--- config.mk ---
export PLATFORM = sky130hd
export DESIGN_NAME = vga_timing_gen
export DESIGN_NICKNAME = d
export VERILOG_FILES = /design/src/rtl/vga_timing_gen.sv
export SDC_FILE = /design/constraint.sdc
export NUM_CORES = 1
export LEC_CHECK = 0
export CORE_UTILIZATION = 53
export CTS_CLUSTER_SIZE = 14
export DETAILED_ROUTE_END_ITERATION = 6
export GPL_TIMING_DRIVEN = 0
export PLACE_DENSITY_LB_ADDON = 0.25
export SLEW_MARGIN = 20
export SYNTH_ARGS = -nofsm -noshare
export SYNTH_HDL_FRONTEND = slang
export SYNTH_SLANG_ARGS = --single-unit
--- constraint.sdc ---
create_clock -name Clock -period 3.1 [get_ports Clock]
set_input_delay 0.62 -clock Clock [delete_from_list [all_inputs] [get_ports Clock]]
set_output_delay 0.62 -clock Clock [all_outputs]
set_load 0.05 [all_outputs]
--- src/rtl/vga_timing_gen.sv ---
// Parametrised raster timing generator: registered syncs, display enable, pixel coordinates and strobes.
// Optional macro VGA_TIMING_PREFETCH_EN adds oPreCol/oPreRow/oPreDisplay (next-pixel lookahead).
`timescale 1ns/1ps
module vga_timing_gen #(
  parameter int XWidth   = 10,
  parameter int YWidth   = 10,
  parameter int H_ACTIVE = 640,
  parameter int H_FRONT  = 16,
  parameter int H_SYNC   = 96,
  parameter int H_BACK   = 48,
  parameter int V_ACTIVE = 480,
  parameter int V_FRONT  = 10,
  parameter int V_SYNC   = 2,
  parameter int V_BACK   = 33,
  parameter int H_POL    = 0,
  parameter int V_POL    = 0
) (
  input  logic              Clock,
  input  logic              Reset,
  input  logic              iEnable,
  output logic [XWidth-1:0] oCol,
  output logic [YWidth-1:0] oRow,
  output logic              oHSync,
  output logic              oVSync,
  output logic              oDisplay,
  output logic              oLineStart,
  output logic              oFrameStart
`ifdef VGA_TIMING_PREFETCH_EN
  ,
  output logic [XWidth-1:0] oPreCol,
  output logic [YWidth-1:0] oPreRow,
  output logic              oPreDisplay
`endif
);

  localparam int H_TOTAL = H_SYNC + H_BACK + H_ACTIVE + H_FRONT;
  localparam int V_TOTAL = V_SYNC + V_BACK + V_ACTIVE + V_FRONT;

  if (H_TOTAL > 4095 || V_TOTAL > 4095) begin : g_bad_total
    $error("vga_timing_gen: H_TOTAL or V_TOTAL exceeds 4095");
  end
  if (H_ACTIVE < 1 || V_ACTIVE < 1) begin : g_bad_active
    $error("vga_timing_gen: H_ACTIVE and V_ACTIVE must be at least 1");
  end

  typedef enum logic [1:0] {ST_SYNC, ST_BACK, ST_ACTIVE, ST_FRONT} state_e;

  typedef struct packed {
    logic [11:0] h;
    logic [11:0] v;
    state_e      hs;
    state_e      vs;
  } pos_t;

  // Last counter value of each state; zero-length states are never entered, so their value is unused.
  localparam logic [11:0] H_LAST_SYNC = 12'(H_SYNC - 1);
  localparam logic [11:0] H_LAST_BACK = 12'(H_SYNC + H_BACK - 1);
  localparam logic [11:0] H_LAST_ACT  = 12'(H_SYNC + H_BACK + H_ACTIVE - 1);
  localparam logic [11:0] H_LAST_TOT  = 12'(H_TOTAL - 1);
  localparam logic [11:0] H_OFF       = 12'(H_SYNC + H_BACK);
  localparam logic [11:0] V_LAST_SYNC = 12'(V_SYNC - 1);
  localparam logic [11:0] V_LAST_BACK = 12'(V_SYNC + V_BACK - 1);
  localparam logic [11:0] V_LAST_ACT  = 12'(V_SYNC + V_BACK + V_ACTIVE - 1);
  localparam logic [11:0] V_LAST_TOT  = 12'(V_TOTAL - 1);
  localparam logic [11:0] V_OFF       = 12'(V_SYNC + V_BACK);

  localparam state_e H_FIRST = (H_SYNC != 0) ? ST_SYNC : ((H_BACK != 0) ? ST_BACK : ST_ACTIVE);
  localparam state_e V_FIRST = (V_SYNC != 0) ? ST_SYNC : ((V_BACK != 0) ? ST_BACK : ST_ACTIVE);

  localparam logic HS_ON = (H_POL != 0);
  localparam logic VS_ON = (V_POL != 0);

  localparam pos_t POS_RESET = '{h: 12'd0, v: 12'd0, hs: ST_SYNC, vs: ST_SYNC};
  localparam pos_t POS_START = '{h: 12'd0, v: 12'd0, hs: H_FIRST, vs: V_FIRST};

  function automatic logic [11:0] h_last(input state_e s);
    case (s)
      ST_SYNC:   return H_LAST_SYNC;
      ST_BACK:   return H_LAST_BACK;
      ST_ACTIVE: return H_LAST_ACT;
      default:   return H_LAST_TOT;
    endcase
  endfunction

  function automatic state_e h_after(input state_e s);
    case (s)
      ST_SYNC:   return (H_BACK != 0) ? ST_BACK : ST_ACTIVE;
      ST_BACK:   return ST_ACTIVE;
      ST_ACTIVE: return (H_FRONT != 0) ? ST_FRONT : H_FIRST;
      default:   return H_FIRST;
    endcase
  endfunction

  function automatic logic [11:0] v_last(input state_e s);
    case (s)
      ST_SYNC:   return V_LAST_SYNC;
      ST_BACK:   return V_LAST_BACK;
      ST_ACTIVE: return V_LAST_ACT;
      default:   return V_LAST_TOT;
    endcase
  endfunction

  function automatic state_e v_after(input state_e s);
    case (s)
      ST_SYNC:   return (V_BACK != 0) ? ST_BACK : ST_ACTIVE;
      ST_BACK:   return ST_ACTIVE;
      ST_ACTIVE: return (V_FRONT != 0) ? ST_FRONT : V_FIRST;
      default:   return V_FIRST;
    endcase
  endfunction

  // One enabled pixel step; the vertical side moves only on the horizontal wrap.
  function automatic pos_t advance(input pos_t p);
    pos_t n;
    logic h_wrap;
    n      = p;
    h_wrap = (p.h == H_LAST_TOT);
    n.h    = h_wrap ? 12'd0 : p.h + 12'd1;
    if (p.h == h_last(p.hs)) n.hs = h_after(p.hs);
    if (h_wrap) begin
      n.v = (p.v == V_LAST_TOT) ? 12'd0 : p.v + 12'd1;
      if (p.v == v_last(p.vs)) n.vs = v_after(p.vs);
    end
    return n;
  endfunction

  function automatic logic is_disp(input pos_t p);
    return (p.hs == ST_ACTIVE) && (p.vs == ST_ACTIVE);
  endfunction

  function automatic logic [XWidth-1:0] col_of(input pos_t p);
    return is_disp(p) ? XWidth'(p.h - H_OFF) : '0;
  endfunction

  function automatic logic [YWidth-1:0] row_of(input pos_t p);
    return (p.vs == ST_ACTIVE) ? YWidth'(p.v - V_OFF) : '0;
  endfunction

  pos_t              pos_q, pos_d, pos_nxt;
  logic              run_q, run_d;
  logic              hs_q, hs_d, vs_q, vs_d, disp_q, disp_d;
  logic              ls_q, ls_d, fs_q, fs_d;
  logic [XWidth-1:0] col_q, col_d;
  logic [YWidth-1:0] row_q, row_d;

  // After reset the first enabled edge lands on (0,0) rather than stepping past it.
  always_comb begin
    pos_nxt = run_q ? advance(pos_q) : POS_START;
    pos_d   = pos_q;
    run_d   = run_q;
    hs_d    = hs_q;
    vs_d    = vs_q;
    disp_d  = disp_q;
    col_d   = col_q;
    row_d   = row_q;
    ls_d    = 1'b0;
    fs_d    = 1'b0;
    if (iEnable) begin
      pos_d  = pos_nxt;
      run_d  = 1'b1;
      hs_d   = (pos_nxt.hs == ST_SYNC) ? HS_ON : ~HS_ON;
      vs_d   = (pos_nxt.vs == ST_SYNC) ? VS_ON : ~VS_ON;
      disp_d = is_disp(pos_nxt);
      col_d  = col_of(pos_nxt);
      row_d  = row_of(pos_nxt);
      ls_d   = (pos_nxt.h == 12'd0);
      fs_d   = (pos_nxt.h == 12'd0) && (pos_nxt.v == 12'd0);
    end
  end

  always_ff @(posedge Clock or negedge Reset) begin
    if (!Reset) begin
      pos_q  <= POS_RESET;
      run_q  <= 1'b0;
      hs_q   <= ~HS_ON;
      vs_q   <= ~VS_ON;
      disp_q <= 1'b0;
      col_q  <= '0;
      row_q  <= '0;
      ls_q   <= 1'b0;
      fs_q   <= 1'b0;
    end else begin
      pos_q  <= pos_d;
      run_q  <= run_d;
      hs_q   <= hs_d;
      vs_q   <= vs_d;
      disp_q <= disp_d;
      col_q  <= col_d;
      row_q  <= row_d;
      ls_q   <= ls_d;
      fs_q   <= fs_d;
    end
  end

  assign oCol        = col_q;
  assign oRow        = row_q;
  assign oHSync      = hs_q;
  assign oVSync      = vs_q;
  assign oDisplay    = disp_q;
  assign oLineStart  = ls_q;
  assign oFrameStart = fs_q;

`ifdef VGA_TIMING_PREFETCH_EN
  pos_t              pos_pre;
  logic              pre_disp_q, pre_disp_d;
  logic [XWidth-1:0] pre_col_q, pre_col_d;
  logic [YWidth-1:0] pre_row_q, pre_row_d;

  // Lookahead is the position one enabled step beyond the one being registered.
  always_comb begin
    pos_pre    = advance(pos_nxt);
    pre_disp_d = pre_disp_q;
    pre_col_d  = pre_col_q;
    pre_row_d  = pre_row_q;
    if (iEnable) begin
      pre_disp_d = is_disp(pos_pre);
      pre_col_d  = col_of(pos_pre);
      pre_row_d  = row_of(pos_pre);
    end
  end

  always_ff @(posedge Clock or negedge Reset) begin
    if (!Reset) begin
      pre_disp_q <= 1'b0;
      pre_col_q  <= '0;
      pre_row_q  <= '0;
    end else begin
      pre_disp_q <= pre_disp_d;
      pre_col_q  <= pre_col_d;
      pre_row_q  <= pre_row_d;
    end
  end

  assign oPreCol     = pre_col_q;
  assign oPreRow     = pre_row_q;
  assign oPreDisplay = pre_disp_q;
`endif

endmodule

==> results of run 1 <==
critical path, cell delays in order, from the launching register on:
cell and delay, ns:
dfrtp_1 0.36, clkbuf_1 0.34, inv_1 0.20, ha_1 0.23
nor2b_1 0.12, nand4_1 0.16, o31ai_4 0.09, clkbuf_4 0.22
nor2_1 0.27, ha_2 0.30, o21ai_2 0.10, a2111oi_2 0.37
a211o_1 0.14
placed cells by master, fill, tap and decap left out, drive strengths merged, types with 11 or more instances in the layout:
cell | Yosys | final
inv | 20 | 21
o21ai | 32 | 32
dfrtp | 52 | 52
o2bb2ai | 13 | 13
clkbuf | 17 | 22
nand2 | 45 | 45
xnor2 | 20 | 20
ha | 15 | 15
buf | 10 | 13
nor2 | 26 | 26
nand3 | 15 | 15
a21oi | 12 | 12
xor2 | 11 | 11
clkdlybuf4s50 | 0 | 26
nand4 | 13 | 13
what timing repair did:
action	CTS	global route
pin swaps	1	1
endpoints found under the setup margin	6	11
setup buffers	1	2
resized for setup	3	7
layer usage:
metal / track usage, % / share of wire [%] / wire length [um] / up-vias
met3: 5.87 / 7.3 / 697 / 19
met4: 9.09 / 2.5 / 240 / 0
met5: 0 / 0 / 0 / -
li1: - / - / - / 1554
met2: 41.0 / 43 / 4110 / 139
met1: 39.4 / 47 / 4440 / 1589
final cells by class:
type,count,share of cell area [%]
sequential,54,32.1
buffer,26,2.96
inverter,22,1.95
tap,80,2.37
timing repair buffer,30,6.87
clock buffer,5,1.63
multi-input combinational,308,51.6
clock inverter,3,0.563
worst min path at each step:
stage / startpoint / end / slack, ns / cells past startpoint
2_1_floorplan: Reset / oCol[0] / 0.32 / 0
3_3_place_gp: oRow[3] / oRow[3] / 0.47 / 1
3_5_place_dp: oRow[3] / oRow[3] / 0.47 / 1
4_1_cts: Reset / oCol[9] / 0.37 / 1
5_1_grt: Reset / pos_q[21] / 0.39 / 1
6_report: Reset / oCol[0] / 0.32 / 1
per-stage QoR:
step | setup TNS (ns) | hold slack [ns] | total power [mW]
floorplan | 0 | 0.324 | 1.29
global placement | -12.87 | 0.469 | 1.46
detailed placement | -1.14 | 0.468 | 1.47
CTS | -0.0413 | 0.366 | 1.90
global route | -0.00800 | 0.395 | 2.01
finish | 0 | 0.318 | 1.91
cells by family (layout without fill, tap and decap cells):
kind of cell	count (synthesis)	in the layout	synth area share, %
XOR/XNOR	31	31	7.33
flip-flops	54	54	36.6
AND/OR/NAND/NOR	147	147	21.2
multiplexers	15	15	4.32
AO/OA/AOI/OAI	100	100	19.9
buffers and inverters	49	86	5.64
adder cells (fa/ha/maj)	15	15	5.07
power by group through the flow:
stage | sequential [mW] | clock, mW | combinational (mW)
finish | 0.836 | 0.421 | 0.651
global route | 0.843 | 0.459 | 0.714
CTS | 0.833 | 0.429 | 0.636
detailed placement | 0.846 | 0 | 0.629
global placement | 0.844 | 0 | 0.620
floorplan | 0.916 | 0 | 0.379
sequential cells by signal (all words and copies together), names as in the netlist:
register     cells
pos_q           28
oCol            10
oRow            10
oDisplay         1
oFrameStart      1
oHSync           1
oLineStart       1
oVSync           1
run_q            1
==> summary.txt, run 1 <==
Pwr per Cell Area: 451 mW/mm^2
Core outline area: 0.00676 mm^2
Post-Layout Inst Area: 0.00423 mm^2
Final Non-Filler Cells: 528
Final Cycle Share: 95.2%
Crit path from: pos_q[4]
Cell leakage power: 1.83 nW
Area of the mapped netlist: 0.00370 mm^2
RR Endpoint: oRow[8]
Status: finished, final reports clean
Worst Tran Pin Value: 1.14 ns
Site Rows: 30
# DRC: 0
Internal reg-to-reg setup slack: 0.15 ns
I/O Pins: 28
Cts hold-fix bufs: 0
Max-cap violations: 0
Routed vias/inst: 6.25
Async S/R FF share, synth: 100%
Mean Syn Cell Area: 9.01 um^2
Worst setup SP type: flip-flop
Post-Place Cell Area: 0.00407 mm^2
Sequential power share: 43.8%
DPL Wire Length: 6.59 mm
Inserted Clock Buffers: 5
Initial DRC Count: 296
Critical path class: reg -> reg
Reg area: 0.00136 mm^2
Largest net degree at the start of global routing: 55
Number of synthesized register bits: 54
Clock share of power: 22.1%
IO Port Bufs: 27
Post-route minimum period: 2.95 ns
Post-route ant nets: 0
Ys Warns: 0
P&R area growth vs syn: 14.1%
Reg2reg start: pos_q[4]
EDFF count, synth: 0
Vias in the first global route: 3163
Top-count cell post-synth: dfrtp_1
Clk buf depth: 2
Layout net count: 465
Final setup vio count: 0
Mapped Cells: 411
Comb pwr share: 34.1%
Layout cell share with drive strength beyond 1: 11.2%
Die area: 0.00733 mm^2
Worst Hold Class: in -> async
Reg2reg path depth: 12
N_diodes: 0
Crit Path Max Fanout: 10
Slew headroom: 23.5%
Placed insts: 518
Initial antenna violation count: 0
Ys flop type: dfrtp_1
Critical Path RT: 3.36 ns
Setup crit end: oRow[8]
Area taken by multi-input logic gates: 0.00218 mm^2
Total grt overflow: 0
Post-Syn Nets: 429
Routed WL: 9.49 mm
Sw power: 0.732 mW
Filler cells: 576
Htree depth: 2
Clock skew: 0.0130 ns
FMAX: 0.339 GHz
Top cells by area, synth: dfrtp_1, ha_1, xnor2_1
Clk sinks: 54
Detailed Routing Iterations Pass 1: 5
Int Pwr: 1.18 mW
Die Ht: 85.6 um
Setup WS pre-CTS: -0.363 ns
Avg WL per Cell: 18.0 um
Sw Share: 38.4%
Worst ir drop on vdd: 0.000256 V
Distinct cells, synth: 64
Vias: 3301
GPL Wtd Cong: 0.891
Die W: 85.6 um
Worst-path clk slew: 0.11 ns
Synth area leader: dfrtp_1
First-pass GRT wire length: 15.8 mm
Fin. Hold Viols: 0
Clk root buf: clkbuf_8
Max-slew violation count: 0
CTS tree: yes
Initial Utilization: 54.8%
Final core utilization: 62.5%
Synth top area share: 35.1%
Top post-synthesis cells by count: dfrtp_1, nand2_1, o21ai_0
Critical Path AT: 3.21 ns
CP Capture Type: flip-flop
Total GRT Usage: 27.3%
Register area share after synthesis: 36.6%
Final worst slack: 0.148 ns
Clock latency on the worst-skew pair: 0.32 ns
Note: power is estimated with default switching activity, not from simulation.
==> run 2, diff against run 1 <==
--- a/config.mk
+++ b/config.mk
@@ -6,9 +6,11 @@
 export NUM_CORES = 1
 export LEC_CHECK = 0
-export CORE_UTILIZATION = 53
+export CORE_UTILIZATION = 58
 export CTS_CLUSTER_SIZE = 14
 export DETAILED_ROUTE_END_ITERATION = 6
+export DONT_BUFFER_PORTS = 1
 export GPL_TIMING_DRIVEN = 0
 export PLACE_DENSITY_LB_ADDON = 0.25
+export SKIP_LAST_GASP = 1
 export SLEW_MARGIN = 20
 export SYNTH_ARGS = -nofsm -noshare
==> constraint.sdc (replaced) <==
create_clock -name Clock -period 3.1 [get_ports Clock]
set_input_delay 0.62 -clock Clock [delete_from_list [all_inputs] [get_ports Clock]]
set_output_delay 0.62 -clock Clock [all_outputs]
set_load 0.005 [all_outputs]
==> run 2 against run 1 <==
- cell count fell by 6.3%
- global-route usage up 2.4 points
- clock power increased by 1%
- critical endpoint is now oRow[9]
- total power fell by 6.7%
- final area fell by 6.0%
- non-clock buffer count down 28
- worst hold slack got worse by 0.18 ns
- register-to-register slack lost 0.06 ns
==> summary.txt, run 2 (synthesized netlist as in run 1, its figures left out) <==
Worst Hold Class: in -> async
Avg WL per Cell: 18.7 um
Initial antenna violation count: 0
Slew headroom: 34.5%
Most frequent cells in the layout: dfrtp_1, nand2_1, o21ai_0
Critical Path AT: 3.22 ns
Site Rows: 28
Clock latency on the worst-skew pair: 0.31 ns
Die area: 0.00671 mm^2
Largest net degree at the start of global routing: 53
Fin. Hold Viols: 0
Critical path class: reg -> reg
Post-route minimum period: 3.01 ns
# DRC: 0
Crit path from: pos_q[16]
Clk sinks: 54
Max-slew violation count: 0
Worst ir drop on vdd: 0.000286 V
IO Port Bufs: 0
Worst Tran Pin Value: 0.973 ns
CTS tree: yes
Total GRT Usage: 29.7%
Vias in the first global route: 3007
Critical Path RT: 3.30 ns
Routed vias/inst: 6.43
Largest reg by FF count: pos_q
Core outline area: 0.00603 mm^2
Final Cycle Share: 97.2%
Worst setup SP type: flip-flop
Status: finished, final reports clean
Max-cap violations: 0
FMAX: 0.332 GHz
Reg2reg start: pos_q[16]
Htree depth: 2
First-pass GRT wire length: 14.9 mm
N_diodes: 0
Worst-path clk slew: 0.10 ns
Post-route ant nets: 0
Clk buf depth: 2
Total grt overflow: 0
Initial Utilization: 61.5%
Hold_ws: 0.136 ns
Post-Place Cell Area: 0.00380 mm^2
Inserted Clock Buffers: 5
Pwr per Cell Area: 448 mW/mm^2
Final setup vio count: 0
Max reg flops: 28
GPL Wtd Cong: 0.949
Die Ht: 81.9 um
RSZ-0062 raised after global routing: true
Layout cell share with drive strength beyond 1: 11.4%
Layout net count: 437
I/O Pins: 28
Setup WS pre-CTS: -0.330 ns
P&R area growth vs syn: 7.23%
Crit Path Max Fanout: 8
Routed WL: 9.25 mm
DPL Wire Length: 6.50 mm
Leading cell type in the layout, fill and taps excluded: dfrtp_1
Clock skew: 0.00730 ns
Final worst slack: 0.0872 ns
Post-Layout Inst Area: 0.00397 mm^2
CP Capture Type: flip-flop
Initial DRC Count: 241
Vias: 3183
Clk root buf: clkbuf_8
Die W: 81.9 um
Detailed Routing Iterations Pass 1: 5
Cell leakage power: 1.75 nW
## run 2: layout make-up
type | instances | area [um^2]
buffer | 25 | 123
clock buffer | 7 | 86.3
clock inverter | 1 | 8.76
fill | 511 | 2050
inverter | 22 | 82.6
multi-input combinational | 308 | 2180
sequential | 54 | 1350
tap | 75 | 93.8
timing repair buffer | 3 | 42.5
## run 2: worst paths after layout
kind	to	slack, ns	cells after the start
setup / recovery	oRow[9]	0.09	10
hold / removal	oHSync	0.14	0
setup reg to reg	oRow[9]	0.09	10
hold reg to reg	oHSync	0.50	2
max in group asynchronous	pos_q[10]	2.72	1
min in group Clock	oHSync	0.50	2
## run 2: critical path, stage by stage, from the launching register on
cell,delay (ns)
dfrtp_1,0.47
ha_1,0.18
buf_2,0.18
and4_1,0.20
buf_4,0.17
and4_1,0.38
nand4_1,0.16
a211oi_1,0.54
o2bb2ai_1,0.21
xnor2_1,0.17
a32o_1,0.26
## run 2: what timing repair did
item | 4_1_cts | 5_1_grt
pin swaps | 1 | 1
hold endpoints to repair | 52 | 0
hold buffers | 1 | 0
gates resized for setup | 2 | 9
endpoints found under the setup margin | 6 | 11
setup buffers | 1 | 1
## run 2: report_power, final
| group | switching [mW] | leakage [nW] | internal [mW] | total [mW] |
|---|---|---|---|---|
| sequential | 0.0741 | 0.708 | 0.771 | 0.845 |
| combinational | 0.307 | 0.995 | 0.203 | 0.510 |
| clock | 0.240 | 0.0489 | 0.185 | 0.425 |
| total | 0.621 | 1.75 | 1.16 | 1.78 |
## run 2: layer usage
metal	vias up	global-route usage [%]	part of all wire, %
met5	-	0	0
met4	0	6.49	1.3
met3	20	6.56	7.8
met2	146	45.1	44
met1	1518	43.0	46
li1	1499	-	-
## run 2: stage by stage
| stage | instances | utilization [%] | TNS [ns] | total power [mW] |
|---|---|---|---|---|
| after global routing | 495 | 65.9 | -0.00894 | 1.87 |
| after detailed placement | 486 | 63.0 | -0.964 | 1.33 |
| after global placement | 486 | 63.0 | -0.794 | 1.32 |
| after floorplan | 411 | - | 0 | 1.21 |
| after CTS | 496 | 65.4 | -0.0583 | 1.77 |
| final | 495 | 65.9 | 0 | 1.78 |
